### src/rtl/pipeline_hazard_ctrl_if.sv
// Hazard controller bundle: pipeline status in, stall/flush controls
// and performance counters out.
interface pipeline_hazard_ctrl_if #(
  parameter int CNT_W = 32
);
  logic [4:0]       id_rs1;
  logic [4:0]       id_rs2;
  logic             id_use_rs1;
  logic             id_use_rs2;
  logic             ex_mem_read;
  logic [4:0]       ex_rd;
  logic             branch_taken;
  logic             imem_ready;
  logic             dmem_busy;
  logic             halt_req;
  logic             resume;
  logic             pc_write;
  logic             if_id_write;
  logic             if_id_flush;
  logic             id_ex_write;
  logic             id_ex_flush;
  logic             halted;
  logic [CNT_W-1:0] stall_cnt;
  logic [CNT_W-1:0] flush_cnt;

  modport master (
    output id_rs1, id_rs2, id_use_rs1, id_use_rs2,
    output ex_mem_read, ex_rd, branch_taken,
    output imem_ready, dmem_busy, halt_req, resume,
    input  pc_write, if_id_write, if_id_flush,
    input  id_ex_write, id_ex_flush, halted,
    input  stall_cnt, flush_cnt
  );

  modport slave (
    input  id_rs1, id_rs2, id_use_rs1, id_use_rs2,
    input  ex_mem_read, ex_rd, branch_taken,
    input  imem_ready, dmem_busy, halt_req, resume,
    output pc_write, if_id_write, if_id_flush,
    output id_ex_write, id_ex_flush, halted,
    output stall_cnt, flush_cnt
  );
endinterface

### src/rtl/pipeline_hazard_ctrl.sv
// Stall/flush sequencer for the 5-stage pipe: load-use, redirects,
// fetch waits, D-mem freeze, halt; saturating perf counters.
module pipeline_hazard_ctrl #(
  parameter int LOAD_USE_STALL = 2,
  parameter int CNT_W          = 32
) (
  input logic                  clk,
  input logic                  rst,
  pipeline_hazard_ctrl_if.slave hz
);
  localparam int DN_W =
    (LOAD_USE_STALL > 2) ? $clog2(LOAD_USE_STALL - 1) : 1;

  typedef enum logic [1:0] {
    RUN,
    LOAD_STALL,
    HALTED
  } state_e;

  state_e           state_q, state_d;
  logic [DN_W-1:0]  dn_q, dn_d;
  logic [CNT_W-1:0] stall_q, stall_d;
  logic [CNT_W-1:0] flush_q, flush_d;

  logic pc_w, ifid_w, ifid_f, idex_w, idex_f, hlt;
  logic lu, rs1_hit, rs2_hit, redirect;

  assign rs1_hit = hz.id_use_rs1 && (hz.id_rs1 == hz.ex_rd);
  assign rs2_hit = hz.id_use_rs2 && (hz.id_rs2 == hz.ex_rd);
  assign lu = hz.ex_mem_read && (hz.ex_rd != 5'd0)
           && (rs1_hit || rs2_hit);

  always_comb begin
    pc_w     = 1'b1;
    ifid_w   = 1'b1;
    ifid_f   = 1'b0;
    idex_w   = 1'b1;
    idex_f   = 1'b0;
    hlt      = 1'b0;
    redirect = 1'b0;
    state_d  = state_q;
    dn_d     = dn_q;
    if (rst) begin
      pc_w    = 1'b0;
      ifid_w  = 1'b0;
      ifid_f  = 1'b1;
      idex_w  = 1'b0;
      idex_f  = 1'b1;
      state_d = RUN;
      dn_d    = '0;
    end else if (hz.dmem_busy) begin
      pc_w   = 1'b0;
      ifid_w = 1'b0;
      idex_w = 1'b0;
    end else if (hz.branch_taken) begin
      ifid_f   = 1'b1;
      idex_f   = 1'b1;
      redirect = 1'b1;
      state_d  = RUN;
      dn_d     = '0;
    end else if (state_q == HALTED) begin
      pc_w   = 1'b0;
      ifid_w = 1'b0;
      ifid_f = 1'b1;
      hlt    = 1'b1;
      if (hz.resume) state_d = RUN;
    end else if (state_q == RUN && hz.halt_req) begin
      // halt insn moves on to EX; its successor is refetched on resume
      pc_w    = 1'b0;
      ifid_w  = 1'b0;
      ifid_f  = 1'b1;
      state_d = HALTED;
    end else if (state_q == LOAD_STALL || lu) begin
      pc_w   = 1'b0;
      ifid_w = 1'b0;
      idex_f = 1'b1;
      if (state_q == RUN) begin
        if (LOAD_USE_STALL > 1) begin
          state_d = LOAD_STALL;
          dn_d    = DN_W'(LOAD_USE_STALL - 2);
        end
      end else if (dn_q == '0) begin
        state_d = RUN;
      end else begin
        dn_d = dn_q - 1'b1;
      end
    end else if (!hz.imem_ready) begin
      pc_w   = 1'b0;
      ifid_w = 1'b0;
      ifid_f = 1'b1;
    end
  end

  always_comb begin
    stall_d = stall_q;
    flush_d = flush_q;
    if (!pc_w && stall_q != '1) stall_d = stall_q + 1'b1;
    if (redirect && flush_q != '1) flush_d = flush_q + 1'b1;
  end

  always_ff @(posedge clk) begin
    if (rst) begin
      state_q <= RUN;
      dn_q    <= '0;
      stall_q <= '0;
      flush_q <= '0;
    end else begin
      state_q <= state_d;
      dn_q    <= dn_d;
      stall_q <= stall_d;
      flush_q <= flush_d;
    end
  end

  assign hz.pc_write    = pc_w;
  assign hz.if_id_write = ifid_w;
  assign hz.if_id_flush = ifid_f;
  assign hz.id_ex_write = idex_w;
  assign hz.id_ex_flush = idex_f;
  assign hz.halted      = hlt;
  assign hz.stall_cnt   = stall_q;
  assign hz.flush_cnt   = flush_q;
endmodule

### src/flat_wrapper.sv
// flat-port wrapper written by rule: the top's interface ports become plain ports
module pipeline_hazard_ctrl_flat 
#(
  parameter int LOAD_USE_STALL = 2,
  parameter int CNT_W          = 32
)
  (clk, rst, hz_id_rs1, hz_id_rs2, hz_id_use_rs1, hz_id_use_rs2, hz_ex_mem_read, hz_ex_rd, hz_branch_taken, hz_imem_ready, hz_dmem_busy, hz_halt_req, hz_resume, hz_pc_write, hz_if_id_write, hz_if_id_flush, hz_id_ex_write, hz_id_ex_flush, hz_halted, hz_stall_cnt, hz_flush_cnt);
  pipeline_hazard_ctrl_if #(.CNT_W(CNT_W)) hz_i ();
  input logic clk;
  input logic rst;
  input wire logic [$bits(hz_i.id_rs1)-1:0] hz_id_rs1;
  input wire logic [$bits(hz_i.id_rs2)-1:0] hz_id_rs2;
  input wire logic [$bits(hz_i.id_use_rs1)-1:0] hz_id_use_rs1;
  input wire logic [$bits(hz_i.id_use_rs2)-1:0] hz_id_use_rs2;
  input wire logic [$bits(hz_i.ex_mem_read)-1:0] hz_ex_mem_read;
  input wire logic [$bits(hz_i.ex_rd)-1:0] hz_ex_rd;
  input wire logic [$bits(hz_i.branch_taken)-1:0] hz_branch_taken;
  input wire logic [$bits(hz_i.imem_ready)-1:0] hz_imem_ready;
  input wire logic [$bits(hz_i.dmem_busy)-1:0] hz_dmem_busy;
  input wire logic [$bits(hz_i.halt_req)-1:0] hz_halt_req;
  input wire logic [$bits(hz_i.resume)-1:0] hz_resume;
  output wire logic [$bits(hz_i.pc_write)-1:0] hz_pc_write;
  output wire logic [$bits(hz_i.if_id_write)-1:0] hz_if_id_write;
  output wire logic [$bits(hz_i.if_id_flush)-1:0] hz_if_id_flush;
  output wire logic [$bits(hz_i.id_ex_write)-1:0] hz_id_ex_write;
  output wire logic [$bits(hz_i.id_ex_flush)-1:0] hz_id_ex_flush;
  output wire logic [$bits(hz_i.halted)-1:0] hz_halted;
  output wire logic [$bits(hz_i.stall_cnt)-1:0] hz_stall_cnt;
  output wire logic [$bits(hz_i.flush_cnt)-1:0] hz_flush_cnt;
  assign hz_i.id_rs1 = hz_id_rs1;
  assign hz_i.id_rs2 = hz_id_rs2;
  assign hz_i.id_use_rs1 = hz_id_use_rs1;
  assign hz_i.id_use_rs2 = hz_id_use_rs2;
  assign hz_i.ex_mem_read = hz_ex_mem_read;
  assign hz_i.ex_rd = hz_ex_rd;
  assign hz_i.branch_taken = hz_branch_taken;
  assign hz_i.imem_ready = hz_imem_ready;
  assign hz_i.dmem_busy = hz_dmem_busy;
  assign hz_i.halt_req = hz_halt_req;
  assign hz_i.resume = hz_resume;
  assign hz_pc_write = hz_i.pc_write;
  assign hz_if_id_write = hz_i.if_id_write;
  assign hz_if_id_flush = hz_i.if_id_flush;
  assign hz_id_ex_write = hz_i.id_ex_write;
  assign hz_id_ex_flush = hz_i.id_ex_flush;
  assign hz_halted = hz_i.halted;
  assign hz_stall_cnt = hz_i.stall_cnt;
  assign hz_flush_cnt = hz_i.flush_cnt;
  pipeline_hazard_ctrl #(.LOAD_USE_STALL(LOAD_USE_STALL), .CNT_W(CNT_W)) u_core (.clk(clk), .rst(rst), .hz(hz_i));
endmodule
### config.mk
export PLATFORM = sky130hd
export DESIGN_NAME = pipeline_hazard_ctrl_flat
export DESIGN_NICKNAME = d
export VERILOG_FILES = /design/src/rtl/pipeline_hazard_ctrl_if.sv /design/src/rtl/pipeline_hazard_ctrl.sv /design/src/flat_wrapper.sv
export SDC_FILE = /design/constraint.sdc
export NUM_CORES = 1
export LEC_CHECK = 0
export BUFFER_PORTS_ARGS = -buffer_cell sky130_fd_sc_hd__buf_2
export CORE_MARGIN = 2
export CORE_UTILIZATION = 52
export DETAILED_ROUTE_END_ITERATION = 7
export GPL_TIMING_DRIVEN = 0
export PLACE_DENSITY = 0.89
export SLEW_MARGIN = 25
export SYNTH_ARGS = -nofsm -noshare
export SYNTH_HDL_FRONTEND = slang
export SYNTH_SLANG_ARGS = --single-unit
### constraint.sdc
create_clock -name clk -period 2.45 [get_ports clk]
set_input_delay 0.3675 -clock clk [delete_from_list [all_inputs] [get_ports clk]]
set_output_delay 0.3675 -clock clk [all_outputs]
set_load 0.01 [all_outputs]
==> impl_summary.txt <==
----------------------------------------------------
[Run status]
  Run status ... complete, no violations

[Timing]
  Hold slack ... 274.3 ps
  Worst Skew ... ~7.6 ps
  Final Setup Violations ... 0
  Max Clk Rate ... between 0.4 and 0.5 GHz
  Final slew viol count ... 0
  Slew Limit Headroom ... about three fifths
  Slew at the pin with the worst max-slew slack ... roughly 600 ps
  Final worst path period share ... 95.70%
  Final Critical Period ... ~2300 ps
  Number of failing hold endpoints at the final stage ... 0
  TNS Setup ... 0 ps
  Unrepaired setup endpoints after global routing ... false

[Detailed routing]
  DRC violations left ... 0
  Total vias in the final route ... ~3600
  Avg WL per Cell ... roughly 15 um
  DRC marker count from the first detailed-route iteration ... 205
  ANT nets after route ... 0
  Final wirelength ... around 9 mm
  Length of the first detailed-routing pass in iterations ... 5
  Vias/cell ... ~6.0

[Critical path]
  Data required, critical path ... approximately 2100 ps
  Maximum fanout along the worst path ... 4
  Launching instance or port of the critical path ... hz_ex_rd[3]
  Setup Crit Path Kind ... in -> out
  CP endpoint kind ... output port
  R2r startpoint ... u_core.hz.stall_cnt[12]
  Data arrival, critical path ... a little under 2000 ps
  CP Launch Type ... primary input

[Finish]
  Share of cells above drive strength 1 ... 25.19%
  Antenna fix cells ... 0
  Fill cell total of the finished layout ... 534
  Core Util, Final ... between 60 and 70%
  Highest-count cells in the layout ignoring fill and taps ... sky130_fd_sc_hd__buf_2 (97), sky130_fd_sc_hd__dfxtp_1 (64), sky130_fd_sc_hd__nor2_1 (41)
  Growth of design area from synthesis to finish ... 23.94%
  Most common cell after layout, fill and taps aside ... sky130_fd_sc_hd__buf_2
  Final layout net count ... 550

[Logic synthesis]
  Area contributors post-synth ... sky130_fd_sc_hd__dfxtp_1 (39%), sky130_fd_sc_hd__a21oi_1 (5.6%), sky130_fd_sc_hd__xor2_1 (5.4%)
  Count of mapped cells out of synthesis ... 416
  Synthesis-stage register bit count ... 66
  Total of warnings raised by yosys ... 0
  Proportion of synthesized chip area in sequential cells ... approximately two fifths
  Post-synth net total ... 443
  Mapped cell area ... 3418 um^2
  Number of different library cells in the post-synthesis netlist ... 47
  Top cell type's share of synthesized area ... about 39%
  Cell taking the most area after synthesis ... sky130_fd_sc_hd__dfxtp_1
  Synth Area per Inst ... a little over 8 um^2

[Power]
  Maximum vdd drop ... between 0.4 and 0.5 mV
  Switching Fraction ... 23.63%
  Proportion of power drawn by the clock network ... between 40% and 50%
  Internal Pwr Total ... 1.663 mW
  PwrDens ... a little over 500 nW/um^2
  Share of total power in combinational logic ... 6.9%
  Flop pwr share ... around 50%
  Net switching power ... 0.5145 mW
  Leakage power summed over all cells ... ~1.7 nW
  Total power of the final layout ... roughly 2.2 mW

[Clocking]
  CTS root buf ... sky130_fd_sc_hd__clkbuf_8
  TritonCTS clock tree ... done
  Clock sink total ... 66
  Maximum clock insertion buffer count ... 2
  Cts-stage hold buffer count ... 0
  Source-to-sink clock delay at the later pin of the worst-skew pair ... between 300 and 400 ps
  Depth of the CTS H-tree ... 3
  Clock buffers created by TritonCTS ... 9
  Register clock-pin slew on the reported worst setup and hold paths ... approximately 60 ps

[Die]
  Total I/O pin count ... 95
  Floorplan core area ... about 6300 um^2
  Die Area ... 7238 um^2
  Die H ... 85.08 um
  Effective utilization at floorplan ... between 50% and 60%
  Chip Width ... approximately 85 um
  Number of rows created at floorplan ... 29

[Placed design]
  Final weighted congestion in routability-driven placement ... ~0.86
  Number of port buffers ... between 90 and 100
  HPWL Detailed ... around 6.5 mm

[Min path]
  Worst hold path type ... in -> reg
  Source of the worst hold timing path ... hz_dmem_busy

[Global routing]
  Aggregate global routing overflow ... 0
  Global Route Usage Sum ... between 20% and 30%
  Via count of the first global-routing pass ... about 3300
  Pin count of the biggest net entering global routing ... 12
  Number of antenna violations at the first check in global routing ... 0
  Wire length of the first global-routing pass ... about 15 mm

[Flow run]
  Max-cap check violation count ... 0

----------------------------------------------------
-- area by class of cell --
type                            instances  area (um^2)  area share (%)
Clock buffer                           12        155.1           3.662
Timing Repair Buffer                   96        488.0           11.52
Inverter                               13        48.80           1.152
Buffer                                 19        101.3           2.392
Sequential cell                        66         1324           31.25
Multi-Input combinational cell        318         1973           46.57
Clock inverter                          4        50.05           1.181
Tap cell                               77        96.34           2.274
-- path summary, 6_finish.rpt --
path                                                end  slack [ps]  cells past startpoint
worst min-delay path                  u_core.state_q[1]         270                      2
worst max-delay path                     hz_id_ex_flush         110                      8
worst min register to register  u_core.hz.stall_cnt[22]         510                      2
worst max register to register  u_core.hz.stall_cnt[25]         180                      8
-- state kept, by name (all words and copies together) (netlist names) --
register             count
u_core.hz.stall_cnt     32
u_core.state_q           2
u_core.hz.flush_cnt     32
-- per-stage QoR --
stage	instance area [um^2]	setup WS, ps	cells
2_1_floorplan	3418	262.0	416
3_3_place_gp	3980	-28.28	586
3_5_place_dp	3980	-53.32	586
4_1_cts	4185	4.711	602
5_1_grt	4237	3.806	605
6_report	4237	105.4	605
-- routing by layer --
layer	vias to the layer above	global-route usage [%]	routed length (um)
met2	147	43.04	4702
met3	10	7.393	658
met5	-	0	0
li1	1738	-	-
met4	0	8.514	88
met1	1720	28.96	3619
-- power by group through the flow --
| stage | combinational [mW] | clock, mW | sequential, mW |
|---|---|---|---|
| after global routing | 0.163 | 0.999 | 1.09 |
| after floorplan | 0.0825 | 0 | 1.12 |
| after global placement | 0.144 | 0 | 1.12 |
| after CTS | 0.149 | 0.954 | 1.09 |
| after detailed placement | 0.149 | 0 | 1.12 |
| final | 0.150 | 0.934 | 1.09 |
-- Yosys cell counts, drive strengths merged --
master / n
a211o: 1
nand4b: 1
or3: 25
dfxtp: 66
ha: 2
o31ai: 12
a311o: 1
nor2: 41
a31oi: 1
or2: 2
xnor2: 15
o21a: 1
mux2i: 1
xor2: 21
nand2b: 2
nor4: 5
nand2: 27
nor4b: 2
o2111ai: 2
nand3: 23
inv: 13
nand4: 24
nor3: 9
o31a: 1
o21ai: 28
a32oi: 1
o41ai: 1
or4: 12
o21bai: 2
a21oi: 38
buf: 8
and2: 3
or3b: 2
and4: 5
clkbuf: 11
and3: 7
-- logic make-up (layout without fill, tap and decap cells) --
group | Yosys count | in the layout | share of synthesized area (%)
buf+inv | 32 | 144 | 4.283
fa+ha+maj | 2 | 2 | 0.7319
xor+xnor | 36 | 36 | 9.224
simple gates | 190 | 190 | 31.33
flops | 66 | 66 | 38.65
mux | 1 | 1 | 0.2928
compound gates | 89 | 89 | 15.48
-- worst max-delay path, cell delays in order --
cell and delay [ps]:
sky130_fd_sc_hd__buf_2 120, sky130_fd_sc_hd__xor2_1 160, sky130_fd_sc_hd__nor4_1 320, sky130_fd_sc_hd__a32oi_1 160, sky130_fd_sc_hd__o21ai_0 400, sky130_fd_sc_hd__a21oi_1 120
sky130_fd_sc_hd__o21ai_0 160, sky130_fd_sc_hd__buf_2 160
-- what timing repair did --
action	in CTS	in global routing
endpoints found under the setup margin	10	14
buffers inserted	0	3
hold endpoints to repair	0	0
pin swaps	1	3
gates resized for setup	0	8
(Power assumes the default switching activity.)
